$ cat src/rtl/pwf_pkg.sv
// rtl/pwf_pkg.sv - shared state/mode types and counter-width helper for the pulse-width filter
package pwf_pkg;

   typedef enum logic [1:0] {LOW, QUAL_HI, HIGH, QUAL_LO} pwf_state_t;

   typedef enum logic {PWF_LEVEL, PWF_ONESHOT} pwf_mode_t;

   // Wide enough to hold max(MIN_HI, MIN_LO) itself.
   function automatic int cnt_w(input int min_hi, input int min_lo);
      int m;
      m = (min_hi > min_lo) ? min_hi : min_lo;
      return (m < 1) ? 1 : $clog2(m + 1);
   endfunction

endpackage

$ cat src/rtl/pwf_ch.sv
// rtl/pwf_ch.sv - one pulse-width filter channel: hysteresis FSM, qualify counter, level/one-shot output
// Optional width accumulator and capture under PWF_WIDTH_CAPTURE_EN.
module pwf_ch
   import pwf_pkg::*;
#(
   parameter int MIN_HI  = 4,
   parameter int MIN_LO  = 4,
   parameter int WIDTH_W = 16
) (
   input  logic               clk11m,
   input  logic               rst_n,
   input  logic               g,
   input  logic               mode,
`ifdef PWF_WIDTH_CAPTURE_EN
   output logic [WIDTH_W-1:0] width,
   output logic               width_vld,
`endif
   output logic               i
);

   localparam int CNT_W = cnt_w(MIN_HI, MIN_LO);
   localparam logic [CNT_W-1:0] HI_N = CNT_W'(MIN_HI);
   localparam logic [CNT_W-1:0] LO_N = CNT_W'(MIN_LO);

   if (MIN_HI < 1 || MIN_LO < 1 || WIDTH_W < 1) begin : g_bad_param
      $error("pwf_ch: MIN_HI, MIN_LO and WIDTH_W must all be at least 1");
   end

   pwf_state_t       state;
   pwf_state_t       state_nx;
   logic [CNT_W-1:0] cnt;
   logic [CNT_W-1:0] cnt_nx;
   logic [CNT_W-1:0] cnt_inc;
   logic             i_nx;
   pwf_mode_t        mode_e;

   assign mode_e  = pwf_mode_t'(mode);
   assign cnt_inc = cnt + CNT_W'(1);

   always_comb begin
      state_nx = state;
      cnt_nx   = cnt;
      case (state)
         LOW: begin
            if (g) begin
               if (MIN_HI == 1) begin
                  state_nx = HIGH;
               end else begin
                  state_nx = QUAL_HI;
                  cnt_nx   = CNT_W'(1);
               end
            end
         end
         QUAL_HI: begin
            if (!g) begin
               state_nx = LOW;
               cnt_nx   = '0;
            end else if (cnt_inc == HI_N) begin
               state_nx = HIGH;
               cnt_nx   = '0;
            end else begin
               cnt_nx   = cnt_inc;
            end
         end
         HIGH: begin
            if (!g) begin
               if (MIN_LO == 1) begin
                  state_nx = LOW;
               end else begin
                  state_nx = QUAL_LO;
                  cnt_nx   = CNT_W'(1);
               end
            end
         end
         QUAL_LO: begin
            if (g) begin
               state_nx = HIGH;
               cnt_nx   = '0;
            end else if (cnt_inc == LO_N) begin
               state_nx = LOW;
               cnt_nx   = '0;
            end else begin
               cnt_nx   = cnt_inc;
            end
         end
         default: begin
            state_nx = LOW;
            cnt_nx   = '0;
         end
      endcase
   end

   // A return from QUAL_LO is not a new pulse, so one-shot keys on the source state.
   always_comb begin
      i_nx = 1'b0;
      if (mode_e == PWF_ONESHOT) begin
         i_nx = (state_nx == HIGH) && (state == LOW || state == QUAL_HI);
      end else begin
         i_nx = (state_nx == HIGH) || (state_nx == QUAL_LO);
      end
   end

`ifdef PWF_WIDTH_CAPTURE_EN
   localparam logic [WIDTH_W-1:0] ACC_MAX = '1;

   logic [WIDTH_W-1:0] acc;
   logic [WIDTH_W-1:0] acc_nx;
   logic [WIDTH_W-1:0] width_nx;
   logic               vld_nx;

   always_comb begin
      acc_nx   = acc;
      width_nx = width;
      vld_nx   = 1'b0;
      if (state_nx == LOW) begin
         acc_nx = '0;
         if (state == HIGH || state == QUAL_LO) begin
            width_nx = acc;
            vld_nx   = 1'b1;
         end
      end else if (g && acc != ACC_MAX) begin
         acc_nx = acc + WIDTH_W'(1);
      end
   end
`endif

   always_ff @(posedge clk11m or negedge rst_n) begin
      if (!rst_n) begin
         state     <= LOW;
         cnt       <= '0;
         i         <= 1'b0;
`ifdef PWF_WIDTH_CAPTURE_EN
         acc       <= '0;
         width     <= '0;
         width_vld <= 1'b0;
`endif
      end else begin
         state     <= state_nx;
         cnt       <= cnt_nx;
         i         <= i_nx;
`ifdef PWF_WIDTH_CAPTURE_EN
         acc       <= acc_nx;
         width     <= width_nx;
         width_vld <= vld_nx;
`endif
      end
   end

endmodule

$ cat src/rtl/pwf_multi.sv
// rtl/pwf_multi.sv - N_CH independent pulse-width filter channels sharing one mode input
// Width capture ports exist only under PWF_WIDTH_CAPTURE_EN.
module pwf_multi
   import pwf_pkg::*;
#(
   parameter int N_CH    = 2,
   parameter int MIN_HI  = 4,
   parameter int MIN_LO  = 4,
   parameter int WIDTH_W = 16
) (
   input  logic                      clk11m,
   input  logic                      rst_n,
   input  logic [N_CH-1:0]           g,
   input  logic                      mode,
`ifdef PWF_WIDTH_CAPTURE_EN
   output logic [N_CH*WIDTH_W-1:0]   width,
   output logic [N_CH-1:0]           width_vld,
`endif
   output logic [N_CH-1:0]           i
);

   if (N_CH < 1) begin : g_bad_param
      $error("pwf_multi: N_CH must be at least 1");
   end

   for (genvar c = 0; c < N_CH; c++) begin : g_ch
      pwf_ch #(
         .MIN_HI  (MIN_HI),
         .MIN_LO  (MIN_LO),
         .WIDTH_W (WIDTH_W)
      ) u_ch (
         .clk11m    (clk11m),
         .rst_n     (rst_n),
         .g         (g[c]),
         .mode      (mode),
`ifdef PWF_WIDTH_CAPTURE_EN
         .width     (width[c*WIDTH_W +: WIDTH_W]),
         .width_vld (width_vld[c]),
`endif
         .i         (i[c])
      );
   end

endmodule

$ cat config.mk
export PLATFORM = sky130hd
export DESIGN_NAME = pwf_multi
export DESIGN_NICKNAME = d
export VERILOG_FILES = /design/src/rtl/pwf_pkg.sv /design/src/rtl/pwf_ch.sv /design/src/rtl/pwf_multi.sv
export SDC_FILE = /design/constraint.sdc
export NUM_CORES = 1
export LEC_CHECK = 0
export CORE_MARGIN = 5
export CORE_UTILIZATION = 30
export CTS_BUF_LIST = sky130_fd_sc_hd__clkbuf_8
export DETAILED_ROUTE_END_ITERATION = 7
export SLEW_MARGIN = 20
export SYNTH_ARGS = -nofsm -noshare
export SYNTH_HDL_FRONTEND = slang
export SYNTH_SLANG_ARGS = --single-unit
export TNS_END_PERCENT = 100
$ cat constraint.sdc
create_clock -name clk11m -period 2.9 [get_ports clk11m]
set_clock_uncertainty 0.1 [all_clocks]
set_input_delay 0.435 -clock clk11m [delete_from_list [all_inputs] [get_ports clk11m]]
set_output_delay 0.435 -clock clk11m [all_outputs]
set_load 0.02 [all_outputs]
### Word level (Yosys, flattened, before mapping)

Index checks and enable logic that the tools add are counted.

* shift-type cells: 0
* equal/unequal tests: 16
* div/mod/pow operators: 0
* $add $sub $neg: 2
* reduce and logical (&&, ||, !) cells: 10
* order comparisons: 0
* $mul: 0
* bitwise operators: 0
* multiplexer cells: 28

Operators with widths (count)
* 3-bit two-way mux: 10
* 2-bit two-way mux: 12
* 3-bit one-hot mux with 4 select lines: 2
* 2-bit equality test, second input constant: 8
* 2-bit one-hot mux with 4 select lines: 2
* 2-bit != test, second input constant: 4
* 3-bit by 1-bit adder with 3-bit output, second input constant: 2
* 3-bit equality test, second input constant: 2
* 2-bit by 1-bit equality test with 1-bit output, second input constant: 2
* 2-bit logical NOT: 2
* 1-bit logical OR: 4
* 2-bit AND reduction: 2
* 1-bit logical AND: 2
* 1-bit two-way mux: 2

* latch bits: 0
* memory bits (read-only): 0
* logic and storage cells: 62
* memories: 0
* RAM bits: 0
* register bits after elaboration: 12

### Depth between registers and ports, before layout

* depth in word-level cells: 8
* depth in mapped cells: 4
* mapped depth without buffers: 4

### Hierarchy

From an unflattened synthesis, not the netlist that was laid out.

* cell total of the unflattened synthesis: 48
* area, all modules: 578.1 um^2

Modules (own cells, without submodules)
* pwf_ch: area an instance 289.0 um^2, cells each 24, times used 2, seq. area each 150.1 um^2

### Least setup slack after synthesis

Ideal clock, no wire load.

* path kind: reg2reg
* from: register g_ch[1].u_ch.cnt[0]
* to: register g_ch[1].u_ch.state[1]
* slack: 1.396 ns
* arrival time: 1.279 ns
* library setup time: 0.125 ns
* buffers on the path: 0
* cell stages (with the launch flop): 5
* path through: dfrtp_1 > ha_1 > xor2_1 > and3_4 > mux2_4

* longest elaborated chain between the ends: 5
* elaborated cells on any way between the ends: 7
* classes of those cells: 1 x add/sub; 1 x eq/ne; 5 x mux

RTL lines
* start, declared: line pwf_ch.sv:31 `logic [CNT_W-1:0] cnt;`
* start signal, assigned: line pwf_ch.sv:139 `cnt <= cnt_nx;`
* 3-bit by 1-bit adder with 3-bit output *: line pwf_ch.sv:38 `assign cnt_inc = cnt + CNT_W'(1);`
* 3-bit equality test *: line pwf_ch.sv:58, pwf_ch.sv:79
* 2-bit two-way mux (on tied branches): line pwf_ch.sv:79, pwf_ch.sv:58
* 2-bit two-way mux (on tied branches): line pwf_ch.sv:76, pwf_ch.sv:55
* 2-bit one-hot mux with 4 select lines *: line pwf_ch.sv:43 `case (state)`
* via g_ch[1].u_ch.state_nx[1]: line pwf_ch.sv:30 `pwf_state_t state_nx;`
* end signal, assigned: line pwf_ch.sv:138 `state <= state_nx;`
* end, declared: line pwf_ch.sv:29 `pwf_state_t state;`

The timed path passes the listed nets; every way through them passes the cells marked *.
A chain may end at the register's enable or synchronous reset.

### Worst setup path after layout

* from: register g_ch[0].u_ch.i
* to: output i[0]

RTL lines
* start, declared: line pwf_ch.sv:18 `output logic i`
* start signal, assigned: line pwf_ch.sv:140 `i <= i_nx;`
* end, declared: line pwf_multi.sv:19 `output logic [N_CH-1:0] i`

No word-level cell between the ends.

==> impl_metrics.env <==
export IMPL_status="completed"
export IMPL_antenna_left=0
export IMPL_powerDensity_nw_per_um2=930.2
export IMPL_finalSetupViolCount=0
export IMPL_synth_top_area_share=0.5010
export IMPL_reg2reg_slack_ns=1.28
export IMPL_critPathArrivalTime_ns=1.15
export IMPL_yosys_warnings=0
export IMPL_viasPerCell=4.414
export IMPL_cts_root_buf="clkbuf_8"
export IMPL_rows=16
export IMPL_synth_area_sq_um=599.3
export IMPL_grt_max_degree=13
export IMPL_dp_cells=83
export IMPL_max_stage_delay_ns=0.60
export IMPL_path_max_fanout=1
export IMPL_die_area_sq_um=2992
export IMPL_clock_sinks=12
export IMPL_grt_pass1_vias=391
export IMPL_post_place_ws_ns=1.170
export IMPL_drc=0
export IMPL_fin_nets=70
export IMPL_fin_crit_ns=1.688
export IMPL_ys_seq_area_frac=0.5010
export IMPL_overflow=0
export IMPL_synth_top_family_by_area="simple AND/OR/NAND/NOR gates"
export IMPL_drive_gt1_frac=0.1333
export IMPL_synth_xor_xnor_area_share=0.07307
export IMPL_slew_headroom=0.6278
export IMPL_p_leak_nw=0.3318
export IMPL_crit_chain="clkdlybuf4s50_1"
export IMPL_ys_ff_latch=12
export IMPL_cts_tree="built"
export IMPL_num_io_pins=7
export IMPL_synth_compound_area_frac=0.05010
export IMPL_rsz0062_at_grt="no"
export IMPL_antenna_cells=0
export IMPL_yosys_area_share_simple=0.1670
export IMPL_die_w_um=54.70
export IMPL_worstMarginPinSlew_ns=0.5565
export IMPL_clk_pin_slew_ns=0.05
export IMPL_cts_resized=0
export IMPL_ir_drop_mv=0.3973
export IMPL_whs_ns=0.4181
export IMPL_worstSkewPairLatency_ns=0.24
export IMPL_drv_cap=0
export IMPL_yosysTopAreaCell="dfrtp_1"
export IMPL_cts_setup_buffers=0
export IMPL_grt_util_all_layers=0.07596
export IMPL_synthCells=52
export IMPL_place_hpwl_um=693.9
export IMPL_slew_viol_final=0
export IMPL_drtIter0Drc=1
export IMPL_grt_antenna_before_repair=0
export IMPL_grt_pass1_wl_mm=1.531
export IMPL_synthTopCellsByArea="dfrtp_1 (50%), ha_1 (8.4%), nand2_1 (6.3%)"
export IMPL_area_growth_pct=22.34
export IMPL_wire_per_inst_um=10.84
export IMPL_syn_num_nets=61
export IMPL_cts_path_max_buffers=2
export IMPL_final_setup_tns_ns=0
export IMPL_design_core_area_sq_um=1942
export IMPL_io_buffers=6
export IMPL_synth_fa_ha_area_frac=0.08351
export IMPL_path_buf_inv=1
export IMPL_finalNonFillerCells=87
export IMPL_cts_hold_fix_buffers=0
export IMPL_finalHoldViolations=0
export IMPL_path_class="reg2out"
export IMPL_cp_start_kind="flip-flop"
export IMPL_ys_types=16
export IMPL_wirelength_um=943
export IMPL_required_ns=2.37
export IMPL_die_h_um=54.70
export IMPL_worst_slack_ns=1.212
export IMPL_path_delay_family="buffers and inverters"
export IMPL_min_path_type="reg2reg"
export IMPL_end_kind="primary output"
export IMPL_cts_htree_levels=1
export IMPL_place_gp_congestion=0.8154
export IMPL_max_freq_mhz=592.4
export IMPL_synthMuxAreaShare=0.1002
export IMPL_crit_slowest_cell="clkdlybuf4s50_1"
export IMPL_synth_area_per_cell_sq_um=11.53
export IMPL_initial_utilization=0.3086
export IMPL_cts_buffers_inserted=3
export IMPL_drtPass1Iterations=4
export IMPL_fin_crit_sh=0.5821
export IMPL_via_count=384
[power by group]
| group | switching [W] | internal (W) | leakage, nW |
|---|---|---|---|
| clock | 0.0000620 | 0.000120 | 0.0288 |
| sequential | 0.0000665 | 0.000233 | 0.154 |
| combinational | 0.0000960 | 0.000104 | 0.149 |
[layer usage]
| metal | global-route usage | vias up | routed length, um |
|---|---|---|---|
| li1 | - | 191 | - |
| met4 | 0.04149 | 0 | 7 |
| met3 | 0.04360 | 2 | 41 |
| met5 | 0 | - | 0 |
| met1 | 0.07667 | 183 | 470 |
| met2 | 0.1220 | 8 | 423 |
[cells in the final DEF, fill, tap and decap left out]
cell	n
mux2_4	2
mux2i_1	3
dfrtp_1	12
nand3b_1	2
xor2_1	3
ha_1	4
a211oi_1	1
nor2_1	3
clkdlybuf4s50_1	6
and3_4	2
nand4b_1	1
xnor2_1	2
nand3_1	1
o21ai_0	3
o31ai_1	1
nand2_1	10
clkbuf_8	4
[cell families after synthesis]
kind of cell	after synthesis
adders and majority gates	4
DFF	12
and+or+nand+nor	19
buffers and inverters	2
muxes	5
AOI/OAI and AO/OA	5
xor gates and xnor gates	5
[layout make-up]
type	instances	area, sq um
multi-input combinational	38	284.0
clock buffer	4	55.05
tap	27	33.78
fill	192	1209
sequential	12	300.3
timing repair buffer	6	60.06
[worst paths after layout]
kind | start | to | depth (start not counted)
worst max-delay path | g_ch[0].u_ch.i$_DFF_PN0_ | i[0] | 1
worst min-delay path | g_ch[0].u_ch.cnt[0]$_DFFE_PN0P_ | g_ch[0].u_ch.cnt[0]$_DFFE_PN0P_ | 1
worst max register to register | g_ch[1].u_ch.cnt[0]$_DFFE_PN0P_ | g_ch[1].u_ch.state[1]$_DFF_PN0_ | 4
worst min register to register | g_ch[0].u_ch.cnt[0]$_DFFE_PN0P_ | g_ch[0].u_ch.cnt[0]$_DFFE_PN0P_ | 1
max in group asynchronous | rst_n | g_ch[1].u_ch.state[1]$_DFF_PN0_ | 1
min in group asynchronous | rst_n | g_ch[1].u_ch.cnt[2]$_DFFE_PN0P_ | 1
[Yosys cell counts]
| cell type | count |
|---|---|
| mux2_4 | 2 |
| xnor2_1 | 2 |
| o31ai_1 | 1 |
| xor2_1 | 3 |
| buf_4 | 2 |
| mux2i_1 | 3 |
| ha_1 | 4 |
| o21ai_0 | 3 |
| nand3b_1 | 2 |
| nor2_1 | 3 |
| nand4b_1 | 1 |
| dfrtp_1 | 12 |
| a211oi_1 | 1 |
| nand2_1 | 10 |
| and3_4 | 2 |
| nand3_1 | 1 |
[registers in the layout, summed over array words and instances, names as in the netlist]
signal and flops:
g_ch.u_ch.cnt 6, g_ch.u_ch.state 4, g_ch.u_ch.i 2
[per-stage QoR]
step / cell area, sq um / power [W] / utilization
floorplan: 599.3 / 0.0004492 / -
global placement: 678.2 / 0.0004957 / 0.3492
detailed placement: 678.2 / 0.0005058 / 0.3492
CTS: 733.2 / 0.0006936 / 0.3776
global route: 733.2 / 0.0007346 / 0.3776
finish: 733.2 / 0.0006820 / 0.3776
No activity file was read; power rests on OpenSTA's default activity.
